<file path="src/rtl/machine_timer_pkg.sv">
// machine_timer shared types: register offsets, reset values and the
// register-window decoder used by the CLINT-style machine timer.
package machine_timer_pkg;

   localparam logic [7:0] CLINT_MSIP_OFS        = 8'h00;
   localparam logic [7:0] CLINT_MTIMECMP_LO_OFS = 8'h08;
   localparam logic [7:0] CLINT_MTIMECMP_HI_OFS = 8'h0C;
   localparam logic [7:0] CLINT_MTIME_LO_OFS    = 8'h10;
   localparam logic [7:0] CLINT_MTIME_HI_OFS    = 8'h14;

   localparam logic [63:0] MTIMECMP_RESET = 64'hFFFF_FFFF_FFFF_FFFF;

   typedef enum logic [2:0] {
      REG_NONE,
      REG_MSIP,
      REG_CMP_LO,
      REG_CMP_HI,
      REG_TIME_LO,
      REG_TIME_HI
   } reg_sel_e;

   // word is the byte offset with its two low bits dropped
   function automatic reg_sel_e reg_decode(input logic [5:0] word);
      reg_sel_e s;
      unique case (1'b1)
         (word == CLINT_MSIP_OFS[7:2]):        s = REG_MSIP;
         (word == CLINT_MTIMECMP_LO_OFS[7:2]): s = REG_CMP_LO;
         (word == CLINT_MTIMECMP_HI_OFS[7:2]): s = REG_CMP_HI;
         (word == CLINT_MTIME_LO_OFS[7:2]):    s = REG_TIME_LO;
         (word == CLINT_MTIME_HI_OFS[7:2]):    s = REG_TIME_HI;
         default:                              s = REG_NONE;
      endcase
      return s;
   endfunction

endpackage

</file>
<file path="src/rtl/machine_timer_if.sv">
// machine_timer bus interface: single-cycle request, registered ack.
// req_i/we_i/addr_i/wdata_i from master; ack_o/rdata_o from slave.
interface machine_timer_if #(
   parameter int DATA_WIDTH = 32,
   parameter int ADDR_WIDTH = 5
);
   logic                  req_i;
   logic                  we_i;
   logic [ADDR_WIDTH-1:0] addr_i;
   logic [DATA_WIDTH-1:0] wdata_i;
   logic                  ack_o;
   logic [DATA_WIDTH-1:0] rdata_o;

   modport master (
      output req_i, we_i, addr_i, wdata_i,
      input  ack_o, rdata_o
   );

   modport slave (
      input  req_i, we_i, addr_i, wdata_i,
      output ack_o, rdata_o
   );
endinterface

</file>
<file path="src/rtl/timer_prescaler.sv">
// mtime prescaler: counts 0..PRESCALE-1, tick_o on wrap, frozen on halt.
// Ports: clk_i, rst_i (async active-low), halt_i in; tick_o out.
module timer_prescaler #(
   parameter int unsigned PRESCALE = 1
) (
   input  logic clk_i,
   input  logic rst_i,
   input  logic halt_i,
   output logic tick_o
);

   localparam logic [15:0] LAST = 16'(PRESCALE - 1);

   logic [15:0] cnt;

   assign tick_o = ~halt_i & (cnt == LAST);

   always_ff @(posedge clk_i or negedge rst_i) begin
      if (!rst_i) begin
         cnt <= '0;
      end else if (!halt_i) begin
         cnt <= (cnt == LAST) ? '0 : cnt + 16'd1;
      end
   end

endmodule

</file>
<file path="src/rtl/machine_timer.sv">
// CLINT-style machine timer: mtime, mtimecmp, msip and their mip lines.
// Ports: clk_i, rst_i (async active-low), bus (slave), halt_i; mip_*_o.
module machine_timer
   import machine_timer_pkg::*;
#(
   parameter int          DATA_WIDTH = 32,
   parameter int          ADDR_WIDTH = 5,
   parameter int unsigned PRESCALE   = 1
) (
   input  logic            clk_i,
   input  logic            rst_i,
   machine_timer_if.slave  bus,
   input  logic            halt_i,
   output logic            mip_timer_o,
   output logic            mip_sw_o
);

   logic [63:0]           mtime, mtime_nxt;
   logic [63:0]           mtimecmp, cmp_nxt;
   logic [31:0]           hi_snap;
   logic                  msip;
   logic                  tick;
   logic                  wr, rd;
   reg_sel_e              sel;
   logic [DATA_WIDTH-1:0] rd_mux;
   logic                  ack_q;
   logic [DATA_WIDTH-1:0] rdata_q;
   logic                  mtip_q, msip_q;
   logic                  unused_addr;

   // byte lanes are not decoded
   assign unused_addr = ^bus.addr_i[1:0];

   timer_prescaler #(
      .PRESCALE (PRESCALE)
   ) u_prescaler (
      .clk_i  (clk_i),
      .rst_i  (rst_i),
      .halt_i (halt_i),
      .tick_o (tick)
   );

   assign sel = reg_decode(6'(bus.addr_i[ADDR_WIDTH-1:2]));
   assign wr  = bus.req_i & bus.we_i;
   assign rd  = bus.req_i & ~bus.we_i;

   // a write to either half replaces this edge's increment
   always_comb begin
      mtime_nxt = mtime;
      if (wr && sel == REG_TIME_LO)
         mtime_nxt = {mtime[63:32], bus.wdata_i};
      else if (wr && sel == REG_TIME_HI)
         mtime_nxt = {bus.wdata_i, mtime[31:0]};
      else if (tick)
         mtime_nxt = mtime + 64'd1;
   end

   always_comb begin
      cmp_nxt = mtimecmp;
      if (wr && sel == REG_CMP_LO)
         cmp_nxt = {mtimecmp[63:32], bus.wdata_i};
      else if (wr && sel == REG_CMP_HI)
         cmp_nxt = {bus.wdata_i, mtimecmp[31:0]};
   end

   // MTIME_HI returns the half captured by the last MTIME_LO read
   always_comb begin
      rd_mux = '0;
      unique case (sel)
         REG_MSIP:    rd_mux = {{(DATA_WIDTH-1){1'b0}}, msip};
         REG_CMP_LO:  rd_mux = mtimecmp[31:0];
         REG_CMP_HI:  rd_mux = mtimecmp[63:32];
         REG_TIME_LO: rd_mux = mtime[31:0];
         REG_TIME_HI: rd_mux = hi_snap;
         default:     rd_mux = '0;
      endcase
   end

   always_ff @(posedge clk_i or negedge rst_i) begin
      if (!rst_i) begin
         mtime    <= '0;
         mtimecmp <= MTIMECMP_RESET;
         msip     <= 1'b0;
         hi_snap  <= '0;
         ack_q    <= 1'b0;
         rdata_q  <= '0;
         mtip_q   <= 1'b0;
         msip_q   <= 1'b0;
      end else begin
         mtime    <= mtime_nxt;
         mtimecmp <= cmp_nxt;
         if (wr && sel == REG_MSIP)
            msip <= bus.wdata_i[0];
         if (rd && sel == REG_TIME_LO)
            hi_snap <= mtime[63:32];
         ack_q   <= bus.req_i;
         rdata_q <= rd ? rd_mux : '0;
         mtip_q  <= (mtime >= mtimecmp);
         msip_q  <= msip;
      end
   end

   assign bus.ack_o   = ack_q;
   assign bus.rdata_o = rdata_q;
   assign mip_timer_o = mtip_q;
   assign mip_sw_o    = msip_q;

endmodule

</file>
<file path="src/flat_wrapper.sv">
// flat-port wrapper written by rule: the top's interface ports become plain ports
module machine_timer_flat import machine_timer_pkg::*;
#(
   parameter int          DATA_WIDTH = 32,
   parameter int          ADDR_WIDTH = 5,
   parameter int unsigned PRESCALE   = 1
)
  (clk_i, rst_i, halt_i, mip_timer_o, mip_sw_o, bus_req_i, bus_we_i, bus_addr_i, bus_wdata_i, bus_ack_o, bus_rdata_o);
  machine_timer_if #(.DATA_WIDTH(DATA_WIDTH), .ADDR_WIDTH(ADDR_WIDTH)) bus_i ();
  input  logic clk_i;
  input  logic rst_i;
  input  logic halt_i;
  output logic mip_timer_o;
  output logic mip_sw_o;
  input wire logic [$bits(bus_i.req_i)-1:0] bus_req_i;
  input wire logic [$bits(bus_i.we_i)-1:0] bus_we_i;
  input wire logic [$bits(bus_i.addr_i)-1:0] bus_addr_i;
  input wire logic [$bits(bus_i.wdata_i)-1:0] bus_wdata_i;
  output wire logic [$bits(bus_i.ack_o)-1:0] bus_ack_o;
  output wire logic [$bits(bus_i.rdata_o)-1:0] bus_rdata_o;
  assign bus_i.req_i = bus_req_i;
  assign bus_i.we_i = bus_we_i;
  assign bus_i.addr_i = bus_addr_i;
  assign bus_i.wdata_i = bus_wdata_i;
  assign bus_ack_o = bus_i.ack_o;
  assign bus_rdata_o = bus_i.rdata_o;
  machine_timer #(.DATA_WIDTH(DATA_WIDTH), .ADDR_WIDTH(ADDR_WIDTH), .PRESCALE(PRESCALE)) u_core (.clk_i(clk_i), .rst_i(rst_i), .bus(bus_i), .halt_i(halt_i), .mip_timer_o(mip_timer_o), .mip_sw_o(mip_sw_o));
endmodule
</file>
<file path="config.mk">
export PLATFORM = sky130hd
export DESIGN_NAME = machine_timer_flat
export DESIGN_NICKNAME = d
export VERILOG_FILES = /design/src/rtl/machine_timer_pkg.sv /design/src/rtl/machine_timer_if.sv /design/src/rtl/timer_prescaler.sv /design/src/rtl/machine_timer.sv /design/src/flat_wrapper.sv
export SDC_FILE = /design/constraint.sdc
export NUM_CORES = 1
export LEC_CHECK = 0
export ABC_CLOCK_PERIOD_IN_PS = 2400
export BUFFER_PORTS_ARGS = -buffer_cell sky130_fd_sc_hd__clkbuf_2
export CAP_MARGIN = 20
export CORE_UTILIZATION = 30
export CTS_BUF_LIST = sky130_fd_sc_hd__clkbuf_8
export CTS_CLUSTER_DIAMETER = 200
export CTS_CLUSTER_SIZE = 24
export DETAILED_ROUTE_END_ITERATION = 6
export GPL_ROUTABILITY_DRIVEN = 0
export HOLD_SLACK_MARGIN = 0.03
export SYNTH_ARGS = -nofsm -noshare
export SYNTH_HDL_FRONTEND = slang
export SYNTH_SLANG_ARGS = --single-unit
</file>
<file path="constraint.sdc">
create_clock -name clk_i -period 2.4 [get_ports clk_i]
set_input_delay 0.12 -clock clk_i [delete_from_list [all_inputs] [get_ports clk_i]]
set_output_delay 0.12 -clock clk_i [all_outputs]
set_load 0.01 [all_outputs]
</file>
==> flow_summary.ini <==
[route]
drc = 0
drt_iter0_drc = 821
via_per_inst = 5.255
totalWireLength_mm = 35.20
vias = 9943
dr.pass1.iters = 5
antenna_left = 0
wire_per_inst_um = 18.60

[finish]
fill_cells = 3914
layout_common_cells = dfrtp_1, nand2_1, o21ai_0, buf_4, inv_1
antenna_cells = 0
final_nets = 1484
design_area_um2 = 13920
layout.cells.non_filler = 1892
final_common_cell = dfrtp_1
drive_above_1_share = 0.2404
synthToLayoutAreaGrowth_pct = 19.21
utilization = 0.3662

[worst_setup_path]
critPathSlowestCell = dfstp_2
crit_top_cell = nand4_1
path_cells = inv_1, ha_1, a21o_1, o21ai_1, buf_4, o41ai_1, or4_1, nand4_1, nand4_1
cp_slowest_stage_delay_ps = 560
end_kind = flop
cp.arrival_ps = 2750
cp_max_fo = 3
cp.required_ps = 2850
worstSetupStartpointType = flop
crit_type = flop to flop

[cts]
cts-root-buf = clkbuf_8
cts_sinks = 212
htreeDepth = 1
cts_made_buffers = 12
cts_tree = yes
clock_latency_ps = 560
clk_pin_slew_worst_paths_ps = 160
clk_path_buf_depth = 3

[synthesis]
syn_nets = 1338
yosys_warnings = 0
syn-mean-instance-area_um2 = 9.503
syn-cell-area_um2 = 11680
synth-edff-count = 0
ys_ff_latch = 212
synthFlopType = dfrtp_1
ys_seq_area_frac = 0.4611
ys_async_sr_fraction = 1.000
yosysUniqueCellTypes = 70
synth_cells = 1229

[timing]
final-setup-viol-count = 0
fin_tns_setup_ps = 0
fin_crit_sh = 0.9589
fmax_ghz = 0.4345
tightest_slew_ps = 657.9
maxSlewHeadroom = 0.5573
rsz0062_at_grt = true
slew_viol_final = 0
layout_setup_ws_ps = 98.56
finalCriticalPeriod_ps = 2301
hold_viol = 0
finalClockSkew_ps = 44.38

[global_routing]
grt_pass1_vias = 9842
grt_use_met1 = 0.2574
grt_antenna_before_repair = 0
gr-usage-met2 = 0.2870
grt.overflow.total = 0
grt_pass1_wl_mm = 55.89
grt_max_degree = 62
busiest_layer = met2
use_met3 = 0.02498
track_usage = 0.1799

[pwr]
ir_drop_mv = 0.3613
total_leakage_power_nw = 5.927
power.density_nw_per_um2 = 807.0

[die]
die_y_um = 199.3
core_um2 = 38020
initial_utilization = 0.3072
die_w_um = 199.3
placementRows = 71
io_pins = 77
die_area_um2 = 39720

[placed_design]
port_buffers = 74
pre_cts_ws_ps = -19.98
placed_cell_area_um2 = 13140
placedCellCount = 1833
place_hpwl_mm = 25.66

[worst_hold_path]
hold_path.class = input port to flop

[status]
status = finished clean

[flow_run]
drv_cap = 0
-- what timing repair did --
item	4_1_cts	5_1_grt
endpoints found under the hold margin	292	0
resized for setup	2	28
hold buffers	36	0
pin swaps	0	3
gates cloned	1	0
buffers inserted	0	2
setup endpoints to repair	2	49
-- Yosys cell counts, types with 3 or more instances --
master	n	area share
a211oi_1	6	0.0039
a21o_1	7	0.0045
a21oi_1	80	0.034
a21oi_2	7	0.0052
a221o_1	6	0.0051
a22oi_1	64	0.041
a31oi_1	8	0.0043
a41oi_1	4	0.0030
and2_1	5	0.0027
and3_1	20	0.011
and4_1	8	0.0060
buf_1	8	0.0026
buf_2	10	0.0043
clkbuf_1	50	0.016
dfrtp_1	148	0.32
dfstp_2	64	0.14
ha_1	67	0.072
inv_1	79	0.025
mux2_2	30	0.029
nand2_1	141	0.045
nand3_1	47	0.020
nand4_1	30	0.016
nand4b_1	3	0.0023
nor2_1	62	0.020
nor3_1	15	0.0064
nor3_2	9	0.0077
nor3b_1	5	0.0032
nor4_1	22	0.012
nor4_2	10	0.011
o211ai_1	5	0.0032
o21ai_0	108	0.046
o21ai_1	3	0.0013
o311ai_0	3	0.0023
o311ai_1	5	0.0037
xnor2_1	37	0.028
xor2_1	6	0.0045
-- through the flow --
stage          power (mW)  hold WS (ps)
2_1_floorplan       7.612        -175.6
3_3_place_gp        9.178         94.63
3_5_place_dp        9.300         99.27
4_1_cts             11.19         74.54
5_1_grt             12.01         107.9
6_report            11.23         89.43
-- critical path: cells and delay by family, from the launching register on --
kind	cells	cell delay, ps
buffers and inverters	2	200
adders and majority gates	1	320
DFF	1	560
AOI/OAI and AO/OA	3	420
and+or+nand+nor	3	690
-- path summary, 6_finish.rpt --
kind / start / end / slack (ps) / cells past startpoint
max in group asynchronous: rst_i / u_core.mtimecmp[11] / 1490 / 3
setup reg to reg: u_core.mtimecmp[14] / u_core.mip_timer_o / 100 / 9
hold / removal: bus_addr_i[4] / u_core.msip / 90 / 3
setup / recovery: u_core.mtimecmp[14] / u_core.mip_timer_o / 100 / 9
hold reg to reg: u_core.msip / u_core.mip_sw_o / 420 / 0
min in group asynchronous: rst_i / u_core.u_prescaler.cnt[11] / 100 / 2
-- layer usage --
layer	vias to the layer above	wire length [um]	part of all wire
met1	4940	16880	0.48
met2	254	16060	0.46
li1	4713	-	-
met4	0	499	0.014
met5	-	0	0
met3	36	1768	0.050
-- report_power, final --
| part | switching, mW | internal (mW) |
|---|---|---|
| registers | 0.756 | 4.60 |
| clock network | 1.19 | 0.619 |
| logic | 2.28 | 1.80 |
| total | 4.22 | 7.02 |
-- cells by family (layout without fill, tap and decap cells) --
family                     Yosys count  count (layout)  share of synthesized area
AOI/OAI and AO/OA                  325             325                     0.1722
xor gates and xnor gates            43              43                    0.03225
adders and majority gates           67              67                    0.07178
buffers and inverters              151             302                    0.05153
DFF                                212             212                     0.4611
muxes                               30              30                    0.02893
and+or+nand+nor                    401             402                     0.1822
-- sequential cells by signal, summed over array words and instances (netlist names) --
register and flops:
u_core.mip_sw_o 1, u_core.mip_timer_o 1, u_core.bus.rdata_o 32, u_core.bus.ack_o 1, u_core.mtimecmp 64, u_core.hi_snap 32, u_core.mtime 64, u_core.msip 1
u_core.u_prescaler.cnt 16
-- layout make-up --
class,count,area (um^2),area share
Clock buffer,13,178.9,0.01285
Clock inverter,7,52.55,0.003775
Inverter,79,296.5,0.02130
Multi-Input combinational cell,867,5878,0.4222
Sequential cell,212,5385,0.3868
Tap cell,511,639.4,0.04592
Timing Repair Buffer,203,1491,0.1071
Note: power is estimated with default switching activity, not from simulation.
